[config.mk]
export PLATFORM = sky130hd
export DESIGN_NAME = storage_arbiter
export DESIGN_NICKNAME = d
export VERILOG_FILES = /design/src/rtl/storage_arbiter.sv
export SDC_FILE = /design/constraint.sdc
export NUM_CORES = 1
export LEC_CHECK = 0
export BUFFER_PORTS_ARGS = -buffer_cell sky130_fd_sc_hd__buf_2
export CAP_MARGIN = 20
export CORE_ASPECT_RATIO = 1.5
export CORE_MARGIN = 2
export CORE_UTILIZATION = 45
export DETAILED_ROUTE_END_ITERATION = 10
export PLACE_DENSITY_LB_ADDON = 0.3
export REMOVE_ABC_BUFFERS = 1
export SLEW_MARGIN = 20
export SYNTH_ARGS = -nofsm -noshare
export SYNTH_HDL_FRONTEND = slang
export SYNTH_SLANG_ARGS = --single-unit
[constraint.sdc]
create_clock -name clk -period 5.45 [get_ports clk]
set_clock_uncertainty 0.05 [all_clocks]
set_input_delay 0.2725 -clock clk [delete_from_list [all_inputs] [get_ports clk]]
set_output_delay 0.2725 -clock clk [all_outputs]
set_load 0.02 [all_outputs]
[src/rtl/storage_arbiter.sv]
// Round-robin arbiter that hands one storage manager to NREQ requesters,
// issuing one command at a time and waiting (with a timeout) for completion.
module storage_arbiter #(
    parameter int NREQ    = 3,
    parameter int TIMEOUT = 255
) (
    input  logic                 clk,
    input  logic                 sys_rst,
    input  logic [NREQ-1:0]      req,
    input  logic [NREQ-1:0]      req_we,
    input  logic [NREQ-1:0][7:0] req_id,
    output logic [NREQ-1:0]      grant,
    output logic [NREQ-1:0]      done,
    output logic                 err,
    output logic                 st_valid,
    output logic                 st_we,
    output logic [7:0]           st_id,
    input  logic                 st_done,
    output logic                 busy
);

    localparam int               IW       = (NREQ > 1) ? $clog2(NREQ) : 1;
    localparam logic [7:0]       TMO_LAST = 8'(TIMEOUT - 1);
    localparam logic [NREQ-1:0]  ONE      = NREQ'(1);
    localparam logic [IW-1:0]    LAST_RST = IW'(NREQ - 1);

    typedef enum logic [1:0] {
        IDLE,
        ISSUE,
        WAIT
    } state_t;

    state_t          state_q, state_d;
    logic [7:0]      cnt_q, cnt_d;
    logic [IW-1:0]   last_q, last_d;
    logic [IW-1:0]   idx_q, idx_d;
    logic [NREQ-1:0] grant_q, grant_d;
    logic [NREQ-1:0] done_q, done_d;
    logic            err_q, err_d;
    logic            valid_q, valid_d;
    logic            we_q, we_d;
    logic [7:0]      id_q, id_d;
    logic            busy_q, busy_d;

    logic [NREQ-1:0] elig;
    logic [IW-1:0]   cand;
    logic [IW-1:0]   winner;
    logic            found;

    always_comb begin
        for (int i = 0; i < NREQ; i++) begin
            elig[i] = req[i] && (req_id[i] != 8'd0);
        end
    end

    // Search starts just past the previous winner so every requester gets a turn.
    always_comb begin
        found  = 1'b0;
        winner = '0;
        cand   = '0;
        for (int off = 1; off <= NREQ; off++) begin
            cand = IW'((int'(last_q) + off) % NREQ);
            if (!found && elig[cand]) begin
                found  = 1'b1;
                winner = cand;
            end
        end
    end

    always_comb begin
        state_d = state_q;
        cnt_d   = cnt_q;
        last_d  = last_q;
        idx_d   = idx_q;
        grant_d = grant_q;
        done_d  = '0;
        err_d   = 1'b0;
        valid_d = 1'b0;
        we_d    = we_q;
        id_d    = id_q;
        busy_d  = busy_q;

        unique case (state_q)
            IDLE: begin
                grant_d = '0;
                busy_d  = 1'b0;
                if (found) begin
                    state_d = ISSUE;
                    idx_d   = winner;
                    last_d  = winner;
                    grant_d = ONE << winner;
                    valid_d = 1'b1;
                    we_d    = req_we[winner];
                    id_d    = req_id[winner];
                    busy_d  = 1'b1;
                end
            end
            ISSUE: begin
                state_d = WAIT;
                cnt_d   = 8'd0;
            end
            WAIT: begin
                // A completion arriving on the last allowed cycle still counts as success.
                if (st_done || (cnt_q == TMO_LAST)) begin
                    state_d = IDLE;
                    cnt_d   = 8'd0;
                    done_d  = ONE << idx_q;
                    err_d   = !st_done;
                    grant_d = '0;
                    busy_d  = 1'b0;
                end else begin
                    cnt_d = cnt_q + 8'd1;
                end
            end
            default: begin
                state_d = IDLE;
            end
        endcase
    end

    always_ff @(posedge clk) begin
        if (sys_rst) begin
            state_q <= IDLE;
            cnt_q   <= 8'd0;
            last_q  <= LAST_RST;
            idx_q   <= '0;
            grant_q <= '0;
            done_q  <= '0;
            err_q   <= 1'b0;
            valid_q <= 1'b0;
            we_q    <= 1'b0;
            id_q    <= 8'd0;
            busy_q  <= 1'b0;
        end else begin
            state_q <= state_d;
            cnt_q   <= cnt_d;
            last_q  <= last_d;
            idx_q   <= idx_d;
            grant_q <= grant_d;
            done_q  <= done_d;
            err_q   <= err_d;
            valid_q <= valid_d;
            we_q    <= we_d;
            id_q    <= id_d;
            busy_q  <= busy_d;
        end
    end

    assign grant    = grant_q;
    assign done     = done_q;
    assign err      = err_q;
    assign st_valid = valid_q;
    assign st_we    = we_q;
    assign st_id    = id_q;
    assign busy     = busy_q;

endmodule

==> metrics.md, run 1 <==
| Metric | Value |
|---|---|
| Root Buffer | `clkbuf_8` |
| Die area | `4060 µm²` |
| Worst path slowest cell | `nor2_1` |
| Synth Register Bits | `31` |
| Netlist cell types | `43` |
| Final Hold Fails | `0` |
| Slew headroom | `42.4%` |
| Post-route ant nets | `0` |
| Vias in the first global route | `1464` |
| Maximum VDD drop | `323 µV` |
| Global Route Usage Sum | `21.1%` |
| Cell Area, Placed | `1840 µm²` |
| Setup Buffers After CTS | `0` |
| Drt wl/cell | `15.3 µm` |
| Reg-to-reg slack, setup | `2.96 ns` |
| Max H-tree Level | `2` |
| NumNets Final | `266` |
| Cell area after synthesis | `1600 µm²` |
| Initial antenna violation count | `0` |
| Drt drc | `0` |
| Setup TNS | `0 ns` |
| Fin area | `1940 µm²` |
| Critical path class | `input port to flop` |
| Detailed Routing Iterations Pass 1 | `4` |
| Post-CTS Resized | `0` |
| Fin. max-slew vios | `0` |
| Diode count | `0` |
| Pleak | `0.813 nW` |
| First-pass GRT wire length | `6510 µm` |
| Cells after synthesis | `180` |
| Arr. time, crit path | `2.65 ns` |
| Worst EP required | `5.59 ns` |
| Buffers added on ports | `50` |
| Top achievable clock speed | `0.397 GHz` |
| Crit end category | `flop` |
| Dpl ws | `2.70 ns` |
| Synth async-reset ratio | `0%` |
| Tot Pwr | `1.04 mW` |
| Crit Path Max Fanout | `12` |
| Yosys top cell area share | `38.8%` |
| Worst-margin pin slew | `0.860 ns` |
| Core area | `3420 µm²` |
| Fin crit period | `2.52 ns` |
| CTS tree | `done` |
| GR met1 Demand/Resource | `23.9%` |
| Layout Cells excl Fill | `269` |
| Final Cycle Share | `46.2%` |
| Power per cell area | `535 nW/µm²` |
| DP Wirelength | `3150 µm` |
| Die W | `52.7 µm` |
| Longest Clk Path Bufs | `2` |
| Busiest grt layer | `met2` |
| Final setup violation count | `0` |
| Worst min path class | `input port to flop` |
| Status | `finished, final reports clean` |
| Die Y | `77.0 µm` |
| Drt initial violations | `56` |
| Met3 Track Usage GR | `4.28%` |
| Hold buffer count at CTS | `0` |
| CP startpoint kind | `input port` |
| Ys flop type | `dfxtp_1` |
| Pin count of the biggest net entering global routing | `22` |
| Initial core utilization | `46.8%` |
| Synth area leaders | `dfxtp_1 (39%), ha_1 (5.5%), a311oi_1 (4.9%)` |
| Unrepaired setup endpoints after global routing | `no` |
| Reg-to-Reg Start | `last_q[1]` |
| Synthesized area per cell | `8.88 µm²` |
| Final worst slack | `2.93 ns` |
| Crit. Startpoint | `req_id[8]` |
| Cells after DPL | `261` |
| Gpl congestion | `0.806` |
| Share of cells above drive strength 1 | `27.3%` |
| Via-per-instance ratio | `5.86` |
| Num CTS Buffers | `5` |
| Remaining Overflow, GRT | `0` |
| Area grow syn2layout | `21.4%` |
| Hold slack | `0.112 ns` |
| IO Count | `51` |
| Worst-path clk slew | `0.07 ns` |
| Post-synth EDFFs | `0` |
| Worst-skew pair later-pin latency | `0.28 ns` |
| Grt met2 use | `37.8%` |
| Post-synthesis sequential area ratio | `38.8%` |
| # rows | `26` |
| Max stage delay on crit path | `0.67 ns` |
| Area leader, netlist | `dfxtp_1` |
| Post-Route WL | `4110 µm` |
| CP cell instances | `buf_2 -> or4_1 -> o21ai_0 -> o211ai_1 -> nor2_1 -> a22oi_1 -> a311oi_1` |
| CTS sink cnt | `31` |
| Hold Crit Start | `st_done` |
| Max Cap Viol | `0` |
| Synth warn | `0` |
| Via Count | `1575` |
| Post-layout util | `56.8%` |
[placed cells by master (no fill, tap or decap), types with 4 or more instances in the layout]
cell and count:
buf_2 50, dfxtp_1 31, nor2_1 16, nand3_1 12
a21oi_1 12, a22oi_1 9, a311oi_1 9, inv_1 7
ha_1 7, clkbuf_8 7, nand2_1 6, or4_1 5
o21ai_1 4, o21ai_0 4, nor3_1 4, xor2_1 4
[metal layers]
metal	share of wire, %	vias up
li1	-	769
met1	40	751
met2	53	49
met3	5.3	6
met4	1.2	0
met5	0	-
[worst max-delay path, delay by kind of cell]
| family | cells | cell delay, ns |
|---|---|---|
| AO/OA/AOI/OAI | 4 | 1.05 |
| AND/OR/NAND/NOR | 2 | 1.23 |
| buffers and inverters | 1 | 0.10 |
[kinds of logic after synthesis]
kind of cell,share of synthesized area (%)
simple gates,18.9
compound gates,26.0
flops,38.8
buf+inv,5.71
fa+ha+maj,6.10
xor+xnor,3.83
mux,0.626
[where the power goes]
group	internal (mW)	switching, mW	leakage, nW
clock network	0.115	0.0876	0.0505
registers	0.286	0.0352	0.254
logic	0.188	0.326	0.509
total	0.589	0.449	0.813
[path summary, 6_finish.rpt]
kind | depth (start not counted) | to
worst max register to register | 8 | st_id[0]
worst min-delay path | 2 | err
worst min register to register | 1 | done[1]
worst max-delay path | 7 | st_id[6]
[flip-flops by register name (all words and copies together), names as in the netlist, 2 cells and up]
register / cells
st_id: 8
state_q: 2
last_q: 2
done: 3
grant: 3
cnt_q: 8
[area by class of cell]
class                      instances  area [µm²]
timing repair buffer              50         250
inverter                           7        26.3
tap                               42        52.6
clock buffer                       7        96.3
clock inverter                     1        7.51
multi-input combinational        131         887
fill                             341        1480
sequential                        31         621
[cells in the mapped netlist, types with 2 or more instances]
cell	n
a211oi_1	3
nand3_1	12
clkbuf_1	6
and3_1	3
dfxtp_1	31
o21ai_0	4
xor2_1	4
buf_4	2
a21oi_1	12
o21ai_1	4
inv_1	7
o211ai_1	2
nor2_1	16
a311oi_1	9
nand4_1	3
nand2b_1	3
a22oi_1	9
buf_6	2
ha_1	7
or4_1	5
xnor2_1	3
a22o_1	2
nor3_1	4
o21a_1	3
nand2_1	6
No activity file was read; power rests on OpenSTA's default activity.
==> run 2, diff against run 1 <==
- clock period: 5.45 -> 2 ns (I/O delays scaled with it)
==> run 2 against run 1 <==
Compared with the run above:
- clock power rose by 130%
- sequential share of layout area fell by 5.2 points
- global-route usage rose by 2.9 points
- via count rose by 12%
- register-to-register slack got worse by 2.9 ns
- critical path depth rose by 1
- combinational power rose to 3.9 times the previous value
- routed wire length rose by 15%
- final area rose by 20%
- non-clock buffer count rose by 37
- total power rose to 3.2 times the previous value
- core utilization rose by 11 points
- largest cell class unchanged
==> metrics.md, run 2 (same netlist as run 1, synthesis figures left out) <==
| Metric | Value |
|---|---|
| Worst min path class | `input port to flop` |
| Hold slack | `0.0541 ns` |
| IO Count | `51` |
| Power per cell area | `1430 nW/µm²` |
| Unrepaired setup endpoints after global routing | `yes` |
| Remaining Overflow, GRT | `0` |
| Logic pwr share | `59.3%` |
| Pleak | `1.01 nW` |
| Clock group share of total power | `14.2%` |
| Via Count | `1767` |
| Cells after DPL | `294` |
| NumNets Final | `304` |
| Busiest grt layer | `met2` |
| Sw frac | `42.6%` |
| Worst-skew pair later-pin latency | `0.28 ns` |
| Fin area | `2330 µm²` |
| Dpl ws | `-0.274 ns` |
| Max stage delay on crit path | `0.55 ns` |
| Sequential share of power | `26.6%` |
| DP Wirelength | `3420 µm` |
| Fin. max-slew vios | `0` |
| Buffers added on ports | `50` |
| Area grow syn2layout | `45.7%` |
| Max Cap Viol | `0` |
| Num CTS Buffers | `5` |
| Initial antenna violation count | `0` |
| Maximum VDD drop | `1110 µV` |
| Worst path slowest cell | `or4_1` |
| Post-Route WL | `4710 µm` |
| Status | `finished, final reports clean` |
| Via-per-instance ratio | `5.76` |
| Crit Path Max Fanout | `5` |
| Initial core utilization | `46.8%` |
| Pin count of the biggest net entering global routing | `22` |
| Arr. time, crit path | `2.11 ns` |
| Tot Pwr | `3.34 mW` |
| Int Pwr | `1.92 mW` |
| First-pass GRT wire length | `7360 µm` |
| CTS tree | `done` |
| Commonest cells after routing, fill and taps aside | `buf_2 (50), buf_4 (33), dfxtp_1 (29)` |
| Global Route Usage Sum | `24.1%` |
| Final setup violation count | `0` |
| Worst EP required | `2.12 ns` |
| Drt wl/cell | `15.4 µm` |
| Core area | `3420 µm²` |
| Final Cycle Share | `99.5%` |
| Cell Area, Placed | `2080 µm²` |
| Critical path class | `input port to flop` |
| Share of cells above drive strength 1 | `44.5%` |
| Die area | `4060 µm²` |
| Post-route ant nets | `0` |
| # rows | `26` |
| Crit end category | `flop` |
| Psw | `1.42 mW` |
| Detailed Routing Iterations Pass 1 | `4` |
| CP cell instances | `buf_2 -> or4_1 -> o21ai_1 -> maj3_1 -> o211a_1 -> buf_6 -> a22oi_2 -> a311oi_1` |
| Fin crit period | `1.99 ns` |
| GR met1 Demand/Resource | `27.1%` |
| Final Hold Fails | `0` |
| Final worst slack | `0.0102 ns` |
| CP startpoint kind | `input port` |
| Longest Clk Path Bufs | `2` |
| Die W | `52.7 µm` |
| Gpl congestion | `0.800` |
| Die Y | `77.0 µm` |
| CTS sink cnt | `31` |
| Setup TNS | `0 ns` |
| Vias in the first global route | `1686` |
| Slew headroom | `71.7%` |
| Most common cell after layout, fill and taps aside | `buf_2` |
| Drt drc | `0` |
| Worst-margin pin slew | `0.424 ns` |
| Post-layout util | `68.2%` |
| Top achievable clock speed | `0.503 GHz` |
| Grt met2 use | `41.1%` |
| Worst-path clk slew | `0.06 ns` |
| Met3 Track Usage GR | `3.70%` |
| Layout Cells excl Fill | `307` |
| Root Buffer | `clkbuf_8` |
| Max H-tree Level | `2` |
| Drt initial violations | `54` |
| Diode count | `0` |
run 2: changes by cell type in the layout (fill, tap and decap cells not counted), moves of 3 or more:
cell / change
buf_4: +33
a22oi_1: -3
a22oi_2: +3
buf_6: +3
run 2: critical path: cells and delay by family:
| family | cells | cell delay (ns) |
|---|---|---|
| AND/OR/NAND/NOR | 1 | 0.55 |
| AO/OA/AOI/OAI | 4 | 0.95 |
| buffers and inverters | 2 | 0.25 |
| adder cells (fa/ha/maj) | 1 | 0.26 |
run 2: repair_timing:
item                       CTS  global route
pin swaps                    2             9
hold buffers                 1             0
hold endpoints to repair     1             0
setup buffers                1             2
setup endpoints to repair   17            19
gates resized for setup      6            24
gates cloned                 0             1
run 2: power by group through the flow:
| stage | registers (mW) | clock network [mW] | logic [mW] |
|---|---|---|---|
| 6_report | 0.888 | 0.474 | 1.98 |
| 5_1_grt | 0.905 | 0.505 | 2.14 |
| 4_1_cts | 0.878 | 0.484 | 1.73 |
| 3_5_place_dp | 0.886 | 0 | 1.65 |
| 3_3_place_gp | 0.883 | 0 | 1.63 |
| 2_1_floorplan | 1.00 | 0 | 0.896 |
run 2: area by class of cell:
cell class / instances / area [µm²]
clock buffer: 6 / 72.6
inverter: 7 / 26.3
timing repair buffer: 87 / 542
fill: 300 / 1090
tap: 42 / 52.6
clock inverter: 2 / 12.5
multi-input combinational: 132 / 1000
sequential: 31 / 623
run 2: path summary, 6_finish.rpt:
kind | start | endpoint | slack [ns] | cells after the start
max reg2reg | last_q[1] | st_id[3] | 0.02 | 9
max | req_id[4] | st_id[3] | 0.01 | 8
min reg2reg | idx_q[1] | done[1] | 0.42 | 1
min | req_id[7] | st_id[7] | 0.05 | 3
run 2: per-layer routing:
layer | part of all wire [%] | vias up
li1 | - | 852
met1 | 37 | 822
met2 | 53 | 69
met3 | 5.2 | 24
met4 | 5.0 | 0
met5 | 0 | -
==> run 3, diff against run 2 <==
- CAP_MARGIN: 20 -> default
- HOLD_SLACK_MARGIN: default -> 0.03
- clock period: 2 -> 2.15 ns (I/O delays scaled with it)
==> run 3 against run 2 <==
Compared with the run above:
- routed wire length shrank 15%
- core utilization is 7.8 points lower
- sequential power down 8.7%
- critical endpoint is now busy
==> metrics.md, run 3 (same netlist as run 1, synthesis figures left out) <==
| Metric | Value |
|---|---|
| Worst min path class | `input port to flop` |
| Num CTS Buffers | `5` |
| # rows | `26` |
| Detailed Routing Iterations Pass 1 | `4` |
| DP Wirelength | `3160 µm` |
| Pin count of the biggest net entering global routing | `22` |
| Initial core utilization | `46.8%` |
| Dpl ws | `-0.157 ns` |
| Critical path class | `flop to flop` |
| Top achievable clock speed | `0.496 GHz` |
| Fin. max-slew vios | `0` |
| Max stage delay on crit path | `0.33 ns` |
| Crit Path Max Fanout | `4` |
| First-pass GRT wire length | `6110 µm` |
| Power per cell area | `1360 nW/µm²` |
| Most common cell after layout, fill and taps aside | `buf_2` |
| CP cell instances | `inv_1 -> ha_1 -> nor3_1 -> nand2b_1 -> o221ai_1 -> nand3_1 -> buf_4 -> o32a_1 -> nor2_1` |
| Area grow syn2layout | `29.0%` |
| Pleak | `0.889 nW` |
| Post-Route WL | `4030 µm` |
| Longest Clk Path Bufs | `2` |
| Initial antenna violation count | `0` |
| Drt wl/cell | `14.2 µm` |
| Via Count | `1612` |
| Arr. time, crit path | `2.19 ns` |
| Vias in the first global route | `1374` |
| Buffers added on ports | `50` |
| CP startpoint kind | `flop` |
| Drt drc | `0` |
| Die W | `52.7 µm` |
| Max Cap Viol | `0` |
| Final Cycle Share | `93.8%` |
| Maximum VDD drop | `716 µV` |
| CTS sink cnt | `31` |
| Fillers | `317` |
| Gpl congestion | `0.776` |
| Crit path max-delay family | `simple AND/OR/NAND/NOR gates` |
| Status | `finished, final reports clean` |
| Slew headroom | `73.6%` |
| Final Hold Fails | `0` |
| Die area | `4060 µm²` |
| Drt initial violations | `41` |
| IO Count | `51` |
| Global Route Usage Sum | `20.2%` |
| Worst-margin pin slew | `0.392 ns` |
| WP buf/inv | `2` |
| Worst path slowest cell | `dfxtp_1` |
| Diode count | `0` |
| Final setup violation count | `0` |
| Worst EP required | `2.33 ns` |
| NumNets Final | `280` |
| Post-route ant nets | `0` |
| Die Y | `77.0 µm` |
| Remaining Overflow, GRT | `0` |
| Via-per-instance ratio | `5.70` |
| Crit end category | `flop` |
| CTS tree | `done` |
| Worst-skew pair later-pin latency | `0.28 ns` |
| Root Buffer | `clkbuf_8` |
| Max H-tree Level | `2` |
| Fin crit period | `2.02 ns` |
| Core area | `3420 µm²` |
| Post-layout util | `60.4%` |
| Final worst slack | `0.133 ns` |
| Worst-path clk slew | `0.06 ns` |
| Commonest cells after routing, fill and taps aside | `buf_2 (50), dfxtp_1 (31), nor2_1 (15)` |
| Share of cells above drive strength 1 | `32.0%` |
## run 3: layout make-up
| cell class | instances | area (µm²) | share of cell area, % |
|---|---|---|---|
| Multi-Input combinational cell | 131 | 906 | 43.9 |
| Sequential cell | 31 | 621 | 30.1 |
| Timing Repair Buffer | 64 | 358 | 17.3 |
| Clock buffer | 8 | 100 | 4.85 |
| Tap cell | 42 | 52.6 | 2.55 |
| Inverter | 7 | 26.3 | 1.27 |
## run 3: tightest hold or removal path, cell delays in order
cell      delay, ns
buf_2          0.10
nand3_1        0.05
a311oi_1       0.08
## run 3: stage by stage
| stage | power, mW | hold WS, ns | area [µm²] | TNS, ns | instances |
|---|---|---|---|---|---|
| after floorplan | 1.76 | 0.127 | 1530 | 0 | 169 |
| final | 2.81 | 0.0531 | 2060 | 0 | 283 |
| after global routing | 2.98 | 0.0631 | 2060 | -0.0606 | 283 |
| after CTS | 2.78 | 0.0505 | 2050 | 0 | 283 |
| after global placement | 2.25 | 0.243 | 1930 | -1.21 | 274 |
| after detailed placement | 2.26 | 0.248 | 1930 | -1.13 | 274 |
## run 3: layer usage
metal	part of all wire, %	vias up	global-route usage (%)
li1	-	799	-
met2	54	51	35.8
met1	39	755	22.2
met4	1.8	0	7.69
met5	0	-	0
met3	5.4	7	4.86
## run 3: report_power, final
group / leakage, nW / switching, mW / internal, mW / total, mW
sequential: 0.254 / 0.0851 / 0.725 / 0.811
clock: 0.0515 / 0.210 / 0.292 / 0.502
combinational: 0.583 / 0.882 / 0.614 / 1.50
## run 3: path summary, 6_finish.rpt
check,start,endpoint,slack [ns],cells past startpoint
max,last_q[1],busy,0.13,9
min,req_we[0],st_we,0.05,3
max reg2reg,last_q[1],busy,0.13,9
min reg2reg,idx_q[1],done[0],0.41,1
## run 3: repair_timing
action / 4_1_cts / 5_1_grt
hold buffers: 1 / 0
gates resized for setup: 2 / 3
hold endpoints to repair: 1 / 0
setup endpoints to repair: 9 / 5
pin swaps: 0 / 0
setup buffers: 0 / 0
